===== config.mk =====
export PLATFORM = sky130hd
export DESIGN_NAME = mem_bus_ctrl
export DESIGN_NICKNAME = d
export VERILOG_FILES = /design/src/rtl/mem_bus_ctrl_pkg.sv /design/src/rtl/mem_addr_check.sv /design/src/rtl/mem_bus_ctrl.sv
export SDC_FILE = /design/constraint.sdc
export NUM_CORES = 1
export LEC_CHECK = 0
export BUFFER_PORTS_ARGS = -buffer_cell sky130_fd_sc_hd__buf_2
export CORE_MARGIN = 4
export CORE_UTILIZATION = 49
export CTS_BUF_LIST = sky130_fd_sc_hd__clkbuf_16
export DETAILED_ROUTE_END_ITERATION = 7
export PLACE_DENSITY_LB_ADDON = 0.25
export SLEW_MARGIN = 0
export SYNTH_ARGS = -nofsm -noshare
export SYNTH_HDL_FRONTEND = slang
export SYNTH_HIERARCHICAL = 1
export SYNTH_SLANG_ARGS = --single-unit

===== constraint.sdc =====
create_clock -name iClk -period 3.5 [get_ports iClk]
set_input_delay 0.525 -clock iClk [delete_from_list [all_inputs] [get_ports iClk]]
set_output_delay 0.525 -clock iClk [all_outputs]
set_load 0.01 [all_outputs]

===== src/rtl/mem_bus_ctrl_pkg.sv =====
// Shared types and defaults for the RAM bus controller and its address check.
// State encoding is a 3-bit enum; MISALIGN_FAULT_EN is left undefined by default.
package mem_bus_ctrl_pkg;

    typedef enum logic [2:0] {
        ST_IDLE    = 3'd0,
        ST_ACCESS  = 3'd1,
        ST_WAIT    = 3'd2,
        ST_CAPTURE = 3'd3,
        ST_DONE    = 3'd4
    } state_t;

    localparam int DEF_RAM_WORDS   = 1024;
    localparam int DEF_WAIT_CYCLES = 0;

endpackage


===== src/rtl/mem_addr_check.sv =====
// Combinational range check (and, with MISALIGN_FAULT_EN, alignment check).
// Ports: iAddr (byte address) -> oFault (1 = access must be rejected).
module mem_addr_check
    import mem_bus_ctrl_pkg::*;
#(
    parameter int RAM_WORDS = DEF_RAM_WORDS
) (
    input  logic [31:0] iAddr,
    output logic        oFault
);

    // 33-bit limit so RAM_WORDS*4 == 2^32 cannot overflow the compare.
    localparam logic [32:0] LIMIT = 33'(RAM_WORDS) * 33'd4;

    logic range_bad;

    assign range_bad = ({1'b0, iAddr} >= LIMIT);

`ifdef MISALIGN_FAULT_EN
    assign oFault = range_bad | (iAddr[1:0] != 2'b00);
`else
    assign oFault = range_bad;
`endif

endmodule


===== src/rtl/mem_bus_ctrl.sv =====
// One-at-a-time CPU-to-RAM bus controller with one-cycle strobes, wait states
// and registered outputs. Ports: iClk/iRst (sync, high), CPU side iReq/iWe/
// iAddr/iWData -> oRData/oDone/oFault/oBusy; RAM side oMemRead/oMemWrite/
// oMemAddr/oMemData <- iMemData. Optional macro: MISALIGN_FAULT_EN.
module mem_bus_ctrl
    import mem_bus_ctrl_pkg::*;
#(
    parameter int RAM_WORDS   = DEF_RAM_WORDS,
    parameter int WAIT_CYCLES = DEF_WAIT_CYCLES
) (
    input  logic        iClk,
    input  logic        iRst,
    input  logic        iReq,
    input  logic        iWe,
    input  logic [31:0] iAddr,
    input  logic [31:0] iWData,
    output logic [31:0] oRData,
    output logic        oDone,
    output logic        oFault,
    output logic        oBusy,
    output logic        oMemRead,
    output logic        oMemWrite,
    output logic [31:0] oMemAddr,
    output logic [31:0] oMemData,
    input  logic [31:0] iMemData
);

    localparam logic [3:0] WAIT_INIT =
        (WAIT_CYCLES > 0) ? 4'(WAIT_CYCLES - 1) : 4'd0;

    state_t      state_q, state_d;
    logic [3:0]  cnt_q, cnt_d;
    logic        we_q, we_d;
    logic [31:0] rdata_d;
    logic        done_d, fault_d, busy_d;
    logic        rd_d, wr_d;
    logic [31:0] maddr_d, mdata_d;
    logic        addr_fault;

    mem_addr_check #(
        .RAM_WORDS (RAM_WORDS)
    ) u_chk (
        .iAddr  (iAddr),
        .oFault (addr_fault)
    );

    always_comb begin
        state_d = state_q;
        cnt_d   = cnt_q;
        we_d    = we_q;
        rdata_d = oRData;
        done_d  = oDone;
        fault_d = oFault;
        rd_d    = oMemRead;
        wr_d    = oMemWrite;
        maddr_d = oMemAddr;
        mdata_d = oMemData;

        unique case (state_q)
            ST_IDLE: begin
                if (iReq) begin
                    we_d = iWe;
                    if (addr_fault) begin
                        state_d = ST_DONE;
                        done_d  = 1'b1;
                        fault_d = 1'b1;
                    end else begin
                        state_d = ST_ACCESS;
                        maddr_d = iAddr;
                        mdata_d = iWData;
                        rd_d    = !iWe;
                        wr_d    = iWe;
                    end
                end
            end
            ST_ACCESS: begin
                rd_d = 1'b0;
                wr_d = 1'b0;
                if (WAIT_CYCLES > 0) begin
                    state_d = ST_WAIT;
                    cnt_d   = WAIT_INIT;
                end else begin
                    state_d = ST_CAPTURE;
                end
            end
            ST_WAIT: begin
                if (cnt_q == 4'd0) begin
                    state_d = ST_CAPTURE;
                end else begin
                    cnt_d = cnt_q - 4'd1;
                end
            end
            ST_CAPTURE: begin
                // RAM output reflects the address held since ACCESS.
                if (!we_q) begin
                    rdata_d = iMemData;
                end
                state_d = ST_DONE;
                done_d  = 1'b1;
            end
            ST_DONE: begin
                done_d  = 1'b0;
                fault_d = 1'b0;
                state_d = ST_IDLE;
            end
            default: begin
                state_d = ST_IDLE;
                done_d  = 1'b0;
                fault_d = 1'b0;
                rd_d    = 1'b0;
                wr_d    = 1'b0;
            end
        endcase

        busy_d = (state_d != ST_IDLE);
    end

    always_ff @(posedge iClk) begin
        if (iRst) begin
            state_q   <= ST_IDLE;
            cnt_q     <= 4'd0;
            we_q      <= 1'b0;
            oRData    <= 32'd0;
            oDone     <= 1'b0;
            oFault    <= 1'b0;
            oBusy     <= 1'b0;
            oMemRead  <= 1'b0;
            oMemWrite <= 1'b0;
            oMemAddr  <= 32'd0;
            oMemData  <= 32'd0;
        end else begin
            state_q   <= state_d;
            cnt_q     <= cnt_d;
            we_q      <= we_d;
            oRData    <= rdata_d;
            oDone     <= done_d;
            oFault    <= fault_d;
            oBusy     <= busy_d;
            oMemRead  <= rd_d;
            oMemWrite <= wr_d;
            oMemAddr  <= maddr_d;
            oMemData  <= mdata_d;
        end
    end

endmodule

==> results of run 1 <==
## layout make-up
class	instances	area, um2	share of cell area (%)
Multi-Input combinational cell	340	1730	31.8
Sequential cell	109	2180	40.2
Clock inverter	7	73.8	1.36
Clock buffer	9	225	4.15
Tap cell	105	131	2.42
Inverter	5	18.8	0.346
Timing Repair Buffer	207	1070	19.7
## cells in the final DEF, fill, tap and decap left out, drive strengths merged, types with 2 or more instances in the layout
master      n
a21oi     104
nor3        5
inv         6
dfxtp     109
clkinv      2
or4b        2
or4         2
buf       207
nand3      68
nor4bb      2
or3         4
a211oi      2
clkinvlp    3
clkbuf      9
nor4        5
nand2      66
o21ai      68
## power groups by stage
| stage | sequential, mW | clock, mW | combinational, mW |
|---|---|---|---|
| floorplan | 1.28 | 0 | 0.0527 |
| global placement | 1.28 | 0 | 0.123 |
| detailed placement | 1.28 | 0 | 0.123 |
| CTS | 1.25 | 1.03 | 0.123 |
| global route | 1.25 | 1.08 | 0.136 |
| finish | 1.25 | 1.00 | 0.124 |
## worst max-delay path, cell delays in order
cell and delay (ps):
buf_2 110, nor4_1 470, and3_1 260, nand3_2 70, buf_4 250, or4b_2 660
nand3_1 110, a21oi_1 80
## cell usage after synthesis, types with 2 or more instances
master    count  share of area, %
nand2_1      66               6.0
nor4_1        5              0.76
dfxtp_1     109                53
buf_2         6              0.73
nor3_1        5              0.61
nand3_1      68               8.3
or3_1         4              0.61
inv_1         5              0.46
nor4bb_1      2              0.49
a21oi_1     104                13
a211oi_1      2              0.37
o21ai_0      68               8.3
clkbuf_1     44               4.0
or4_1         2              0.37
## metal layers
metal  global-route usage [%]  routed length [um]  vias to the layer above
met5                        0                   0                        -
met4                     10.6                 401                        0
met3                     5.68                 906                       33
met2                     38.3                5700                      171
met1                     26.3                4620                     1950
li1                         -                   -                     2104
## state kept, by name, summed over array words and instances (netlist names), 3 cells and up
| signal | count |
|---|---|
| oMemAddr | 32 |
| oMemData | 32 |
| oRData | 32 |
| cnt_q | 4 |
| state_q | 3 |
## per-stage QoR
step           power (mW)  hold slack, ps  utilization (%)  instances  worst slack (ps)
2_1_floorplan        1.33             445                -        505              1350
3_3_place_gp         1.40             439             62.7        766               880
3_5_place_dp         1.40             445             62.7        766               849
4_1_cts              2.40             408             66.4        782              1180
5_1_grt              2.46             423             66.4        782              1070
6_report             2.37             416             66.4        782              1140
## kinds of logic (layout without fill, tap and decap cells)
family,count (synthesis),count (layout),share of synthesized area [%]
xor gates and xnor gates,1,1,0.214
and+or+nand+nor,162,162,19.1
buffers and inverters,56,228,5.40
adders and majority gates,1,1,0.305
muxes,1,1,0.244
AOI/OAI and AO/OA,175,175,21.5
DFF,109,109,53.2
## how the worst min path moves through the flow
stage                                  from                        end
floorplan                 we_q$_SDFFE_PP0P_          we_q$_SDFFE_PP0P_
global placement    oRData[27]$_SDFFE_PP0P_    oRData[27]$_SDFFE_PP0P_
detailed placement  oRData[10]$_SDFFE_PP0P_    oRData[10]$_SDFFE_PP0P_
CTS                             iMemData[1]     oRData[1]$_SDFFE_PP0P_
global route                      iAddr[11]  oMemAddr[11]$_SDFFE_PP0P_
finish                          iMemData[1]     oRData[1]$_SDFFE_PP0P_
==> flow_summary.yaml, run 1 <==
place:
  portBuffers: 200
  place_hpwl_um: 7910
  gp_congestion: 0.799
  placed_cell_area_mm2: 0.00513
route:
  first_pass_iters: 4
  routedWlPerCell_um: 14.9
  antenna_left: 0
  drc_errors: 0
  vias: 4258
  initialDrtViolationCount: 182
  via_per_inst: 5.45
  drt_wl_total_um: 11600
clock_tree:
  clock-sinks: 109
  holdBufCountCts: 0
  tritoncts: "built"
  clk_pin_slew_ps: 70
  post-cts-setup-buffers: 0
  cts_made_buffers: 9
  cts_resized: 0
  clk_path_buf_depth: 2
  cts_max_level: 3
  clock_latency_ps: 340
  root_buffer: "clkbuf_16"
setup_path:
  path_class: "primary input to flip-flop"
  cp-start-kind: "primary input"
  r2r-end: "oMemAddr[21]$_SDFFE_PP0P_"
  cp.arrival_ps: 2530
  r2r_setup_slack_ps: 1240
  critPathRequiredTime_ps: 3660
  critPathCaptureType: "flip-flop"
  crit_fanout: 33
  worstRegToRegCells: 4
  r2r-start: "state_q[1]$_SDFF_PP0_"
  endpoint: "oMemRead$_SDFFE_PP0P_"
  critPathLaunch: "iAddr[30]"
sta:
  hold_viol: 0
  setup_tns_ps: 0
  slew_headroom_pct: 26.5
  rsz0062_at_grt: "no"
  fmax_mhz: 423
  finalMaxSlewViolations: 0
  post-route-period-util_pct: 67.5
  worst_pin_slew_ps: 1100
  min_period_ps: 2360
  skew_ps: 9.27
  finalSetupViolations: 0
synthesis:
  ys_ff_latch: 109
  synth_edf_count: 0
  synth_area_mm2: 0.00410
  post_synth_num_cell_types: 29
  ys.flop_type: "dfxtp_1"
  syn-num-nets: 606
  synthArstFlopShare_pct: 0
  synth.yosys.seq_area_share_pct: 53.2
  yosysWarningCount: 6
  syn-instance-count: 505
  syn_area_per_cell_um2: 8.12
power:
  powerDensity_mw_per_mm2: 437
  p_seq_share_pct: 52.6
  p_switching_mw: 0.524
  comb_power_share_pct: 5.2
  netSwitchingFraction_pct: 22.1
  p_leak_nw: 2.29
  pwr-share-clk_pct: 42.2
  p_int_mw: 1.85
  vdd.ir_drop.worst_uv: 263
floorplan:
  die-area_mm2: 0.00990
  die_y_um: 99.5
  pin_count: 201
  start_util_pct: 50.2
  die_x_um: 99.5
  fp.coreArea_mm2: 0.00818
  std_cell_rows: 33
global_routing:
  antenna_found_initial: 0
  grt_max_degree: 110
  grtUsageTotal_pct: 22.4
  first_global_vias: 3949
  grt.overflow.total: 0
  grt_pass1_wl_um: 18200
cells_and_area:
  nets: 773
  syn_to_final_growth_pct: 32.2
  drive_above_1_share_pct: 33.5
  diodes: 0
  final_cell_area_mm2: 0.00543
  fillers: 756
status:
  outcome: "completed"
worst_hold_path:
  min_path_cells: 3
  min_path_type: "primary input to flip-flop"
flow_run:
  drv_cap: 0
Power figures use the tool's default switching activity.
==> run 2: changes to the inputs <==
--- a/config.mk
+++ b/config.mk
@@ -7,7 +7,7 @@
 export LEC_CHECK = 0
 export BUFFER_PORTS_ARGS = -buffer_cell sky130_fd_sc_hd__buf_2
 export CORE_MARGIN = 4
-export CORE_UTILIZATION = 49
+export CORE_UTILIZATION = 41
 export CTS_BUF_LIST = sky130_fd_sc_hd__clkbuf_16
 export DETAILED_ROUTE_END_ITERATION = 7
 export PLACE_DENSITY_LB_ADDON = 0.25
==> constraint.sdc (replaced) <==
create_clock -name iClk -period 2.1 [get_ports iClk]
set_input_delay 0.315 -clock iClk [delete_from_list [all_inputs] [get_ports iClk]]
set_output_delay 0.315 -clock iClk [all_outputs]
set_load 0.01 [all_outputs]
==> flow_summary.yaml, run 2 (same netlist as run 1, synthesis figures left out) <==
floorplan:
  start_util_pct: 42.0
  std_cell_rows: 36
  die_y_um: 108
  die-area_mm2: 0.0117
  fp.coreArea_mm2: 0.00977
  pin_count: 201
  die_x_um: 108
cells_and_area:
  reg_top3: "oMemAddr x32, oMemData x32, oRData x32"
  fillers: 916
  diodes: 0
  final_cell_mix: "199 x buf_2, 109 x dfxtp_1, 104 x a21oi_1, 68 x o21ai_0, 67 x nand3_1"
  final_cell_area_mm2: 0.00558
  nets: 783
  layout_commonest_cell: "buf_2"
  drive_above_1_share_pct: 34.8
  syn_to_final_growth_pct: 36.1
  utilization_pct: 57.1
clock_tree:
  clk_pin_slew_ps: 70
  holdBufCountCts: 0
  post-cts-setup-buffers: 0
  cts_made_buffers: 9
  cts_max_level: 3
  clock-sinks: 109
  clock_latency_ps: 340
  cts_resized: 0
  root_buffer: "clkbuf_16"
  tritoncts: "built"
  clk_path_buf_depth: 2
sta:
  min_period_ps: 1940
  post-route-period-util_pct: 92.2
  hold_viol: 0
  skew_ps: 7.39
  slew_headroom_pct: 55.7
  finalSetupViolations: 0
  worst_pin_slew_ps: 663
  rsz0062_at_grt: "no"
  finalMaxSlewViolations: 0
  fmax_mhz: 517
global_routing:
  antenna_found_initial: 0
  grt_max_degree: 69
  first_global_vias: 3997
  grtUsageTotal_pct: 20.0
  grt.overflow.total: 0
  grt_pass1_wl_um: 19000
worst_hold_path:
  min_path_type: "primary input to flip-flop"
route:
  vias: 4325
  antenna_left: 0
  met2_length_um: 5780
  routedWlPerCell_um: 14.7
  initialDrtViolationCount: 358
  met3_length_um: 899
  drc_errors: 0
  drt_wl_total_um: 12000
  via_per_inst: 5.27
  first_pass_iters: 4
  top_layer: "met4"
  drt-met1-wl_um: 5000
setup_path:
  crit_fanout: 2
  cp.arrival_ps: 2130
  cp-start-kind: "primary input"
  critPathCaptureType: "flip-flop"
  r2r_setup_slack_ps: 390
  critPathRequiredTime_ps: 2300
  path_class: "primary input to flip-flop"
place:
  gp_congestion: 0.800
  placed_cell_area_mm2: 0.00529
  portBuffers: 200
  place_hpwl_um: 8320
power:
  powerDensity_mw_per_mm2: 717
  finalPower_mw: 4.00
  p_leak_nw: 2.37
  vdd.ir_drop.worst_uv: 496
status:
  outcome: "completed"
flow_run:
  drv_cap: 0
run 2: critical path: stages:
cell     delay [ps]
buf_2           110
nor4_1          460
buf_4           180
and3_1          150
nand3_2         100
or4b_2          650
nand3_1         110
a21oi_1          70
run 2: final cells by class:
class | count | area [um2] | share of cell area [%]
multi-input combinational | 340 | 1730 | 30.9
inverter | 5 | 18.8 | 0.336
tap | 133 | 166 | 2.98
sequential | 109 | 2180 | 39.1
timing repair buffer | 217 | 1190 | 21.4
clock buffer | 9 | 225 | 4.03
clock inverter | 7 | 71.3 | 1.28
run 2: path summary, 6_finish.rpt:
check                          startpoint                        end  cells after the start
hold / removal               iMemData[24]    oRData[24]$_SDFFE_PP0P_                      3
hold reg to reg   oRData[15]$_SDFFE_PP0P_    oRData[15]$_SDFFE_PP0P_                      2
setup reg to reg    state_q[0]$_SDFF_PP0_  oMemAddr[20]$_SDFFE_PP0P_                      4
setup / recovery                iAddr[30]      oMemRead$_SDFFE_PP0P_                      8
run 2: per-layer routing:
layer / track usage, % / up-vias
met5: 0 / -
met4: 8.30 / 0
met3: 4.96 / 26
met2: 31.9 / 172
met1: 26.0 / 2014
li1: - / 2113
run 2: report_power, final:
group	switching (mW)	internal [mW]	total (mW)
Clock	0.762	0.932	1.69
Combinational	0.137	0.0977	0.234
Sequential	0.00365	2.07	2.08
Total	0.902	3.10	4.00
run 2: per-stage QoR:
step           setup TNS (ps)  hold WS [ps]  worst slack [ps]  cells
2_1_floorplan               0           445               155    505
3_3_place_gp            -7980           438              -228    804
3_5_place_dp            -9050           444              -239    804
4_1_cts                     0           198               126    820
5_1_grt                     0           194              22.0    820
6_report                    0           210               164    820
==> run 3: changes to the inputs <==
--- a/config.mk
+++ b/config.mk
@@ -5,6 +5,7 @@
 export SDC_FILE = /design/constraint.sdc
 export NUM_CORES = 1
 export LEC_CHECK = 0
+export ABC_AREA = 1
 export BUFFER_PORTS_ARGS = -buffer_cell sky130_fd_sc_hd__buf_2
 export CORE_MARGIN = 4
 export CORE_UTILIZATION = 41
==> constraint.sdc (replaced) <==
create_clock -name iClk -period 1.7 [get_ports iClk]
set_input_delay 0.255 -clock iClk [delete_from_list [all_inputs] [get_ports iClk]]
set_output_delay 0.255 -clock iClk [all_outputs]
set_load 0.01 [all_outputs]
==> flow_summary.yaml, run 3 <==
route:
  drt_wl_total_um: 10900
  vias: 4005
  initialDrtViolationCount: 289
  routedWlPerCell_um: 12.7
  via_per_inst: 4.67
  first_pass_iters: 4
  antenna_left: 0
  drc_errors: 0
worst_hold_path:
  hp-start: "iMemData[19]"
  min_path_type: "primary input to flip-flop"
  min_path_cells: 3
  min_to: "oRData[19]$_SDFFE_PP0P_"
setup_path:
  critical_path.most_common_cell: "nor2_1"
  slowest_stage: "dfxtp_1"
  path_class: "flip-flop to flip-flop"
  critPathRequiredTime_ps: 1930
  cp.arrival_ps: 1650
  cp_slowest_stage_delay_ps: 470
  cp-start-kind: "flip-flop"
  cp_num_buf_inv: 1
  r2r_setup_slack_ps: 280
  crit_family: "simple AND/OR/NAND/NOR gates"
  crit_path_cell_trace: "nand3_2 > nor2_4 > inv_2 > nor2_1 > nor2_1"
  critPathCaptureType: "flip-flop"
  r2r-start: "state_q[0]$_SDFF_PP0_"
  r2r-end: "oRData[2]$_SDFFE_PP0P_"
  crit_fanout: 32
  worstRegToRegCells: 5
global_routing:
  grt.overflow.total: 0
  antenna_found_initial: 0
  first_global_vias: 3750
  grt_pass1_wl_um: 17300
  grt_max_degree: 53
  grtUsageTotal_pct: 18.5
synthesis:
  synth.most_common_cell: "nor2_1"
  syn-num-nets: 631
  ys.flop_type: "dfxtp_1"
  post_synth_num_cell_types: 22
  ys_ff_latch: 109
  synth_area_mm2: 0.00405
  synth_top_area_share_pct: 53.9
  synth_edf_count: 0
  synth.yosys.seq_area_share_pct: 53.9
  synth_top_cells_by_count: "215 x nor2_1, 109 x dfxtp_1, 55 x o21ai_1"
  syn_area_per_cell_um2: 7.64
  synth_area_leaders: "dfxtp_1 54%, nor2_1 20%, o21ai_1 6.8%"
  synthArstFlopShare_pct: 0
  yosysWarningCount: 6
  syn-instance-count: 530
  yosys.area.top_type: "dfxtp_1"
cells_and_area:
  reg_top3: "oMemAddr x32, oMemData x32, oRData x32"
  final_cell_mix: "215 x nor2_1, 200 x buf_2, 109 x dfxtp_1, 55 x o21ai_1, 43 x o21ai_0"
  layout_commonest_cell: "nor2_1"
  diodes: 0
  layout.cells.non_filler: 858
  drive_above_1_share_pct: 31.3
  fillers: 925
  multi_input_area_mm2: 0.00160
  nets: 821
  syn_to_final_growth_pct: 33.1
  regArea_mm2: 0.00218
power:
  powerDensity_mw_per_mm2: 859
  vdd.ir_drop.worst_uv: 472
  p_leak_nw: 2.71
clock_tree:
  cts_made_buffers: 9
  cts_max_level: 3
  clk_path_buf_depth: 2
  clk_pin_slew_ps: 60
  holdBufCountCts: 0
  tritoncts: "built"
  post-cts-setup-buffers: 0
  root_buffer: "clkbuf_16"
  clock-sinks: 109
  cts_resized: 0
  clock_latency_ps: 340
place:
  place_hpwl_um: 8120
  portBuffers: 200
  dp_slack_ps: -105
  gp_congestion: 0.794
  place_inst: 842
sta:
  min_period_ps: 1420
  post-route-period-util_pct: 83.4
  fmax_mhz: 705
  setup_tns_ps: 0
  slew_headroom_pct: 66.1
  hold_viol: 0
  finalSetupViolations: 0
  rsz0062_at_grt: "no"
  setup_slack_ps: 282
  worst_pin_slew_ps: 508
  skew_ps: 4.28
  finalMaxSlewViolations: 0
floorplan:
  fp.coreArea_mm2: 0.00968
  pin_count: 201
  std_cell_rows: 36
  die_y_um: 107
  start_util_pct: 41.8
  die-area_mm2: 0.0115
  die_x_um: 107
flow_run:
  drv_cap: 0
status:
  outcome: "completed"
[run 3: cell types whose count changed after synthesis, sizes merged, moves of 4 or more]
cell	previous run	this run
nand2	66	33
nor2	1	217
nor4	5	0
inv	5	17
nand3	68	10
a21oi	104	8
nor3	5	0
clkbuf	44	9
o21ai	68	98
or3	4	0
buf	7	22
[run 3: cell type report]
class	count	share of cell area (%)
flip-flops and latches	109	40.5
multi-input cells	373	29.7
repair buffers	210	20.9
clock buffers	9	4.18
well taps	133	3.09
inverters	17	1.18
clock inverters	7	0.488
[run 3: power by group]
part	switching, mW	internal, mW
Clock	0.849	0.958
Combinational	0.127	0.125
Sequential	0.00583	2.56
[run 3: how the worst max path moves through the flow]
stage                     startpoint                         to  slack [ps]  depth (start not counted)
2_1_floorplan              iAddr[23]   oMemAddr[0]$_SDFFE_PP0P_         340                         10
3_3_place_gp               iAddr[29]  oMemAddr[21]$_SDFFE_PP0P_         -90                         10
3_5_place_dp               iAddr[29]  oMemAddr[21]$_SDFFE_PP0P_        -100                         10
4_1_cts                    iAddr[29]  oMemAddr[21]$_SDFFE_PP0P_         250                         10
5_1_grt        state_q[0]$_SDFF_PP0_     oRData[4]$_SDFFE_PP0P_         140                          5
6_report       state_q[0]$_SDFF_PP0_     oRData[2]$_SDFFE_PP0P_         280                          5
[run 3: per-stage QoR]
stage | power, mW | hold WS, ps | util [%] | instance area, um2
after floorplan | 2.73 | 390 | - | 4050
after global placement | 2.87 | 436 | 53.0 | 5140
after detailed placement | 2.88 | 447 | 53.0 | 5140
after CTS | 4.68 | 129 | 55.6 | 5390
after global routing | 4.81 | 134 | 55.6 | 5390
final | 4.63 | 137 | 55.6 | 5390
[run 3: metal layers]
metal | global-route usage, % | vias up | part of all wire, %
met4 | 8.48 | 0 | 2.4
met1 | 22.6 | 1746 | 42
met3 | 6.30 | 24 | 10
li1 | - | 2066 | -
met5 | 0 | - | 0
met2 | 29.5 | 169 | 45
[run 3: worst min-delay path, cell delays in order]
cell	delay, ps
buf_2	70
nor2_1	30
nor2_1	80
[run 3: cell families (layout without fill, tap and decap cells)]
logic type / count (synthesis) / after routing / synth area share (%)
simple gates: 264 / 264 / 25.7
flops: 109 / 109 / 53.9
compound gates: 107 / 107 / 13.3
buf+inv: 48 / 243 / 6.64
fa+ha+maj: 1 / 1 / 0.309
xor+xnor: 1 / 1 / 0.216
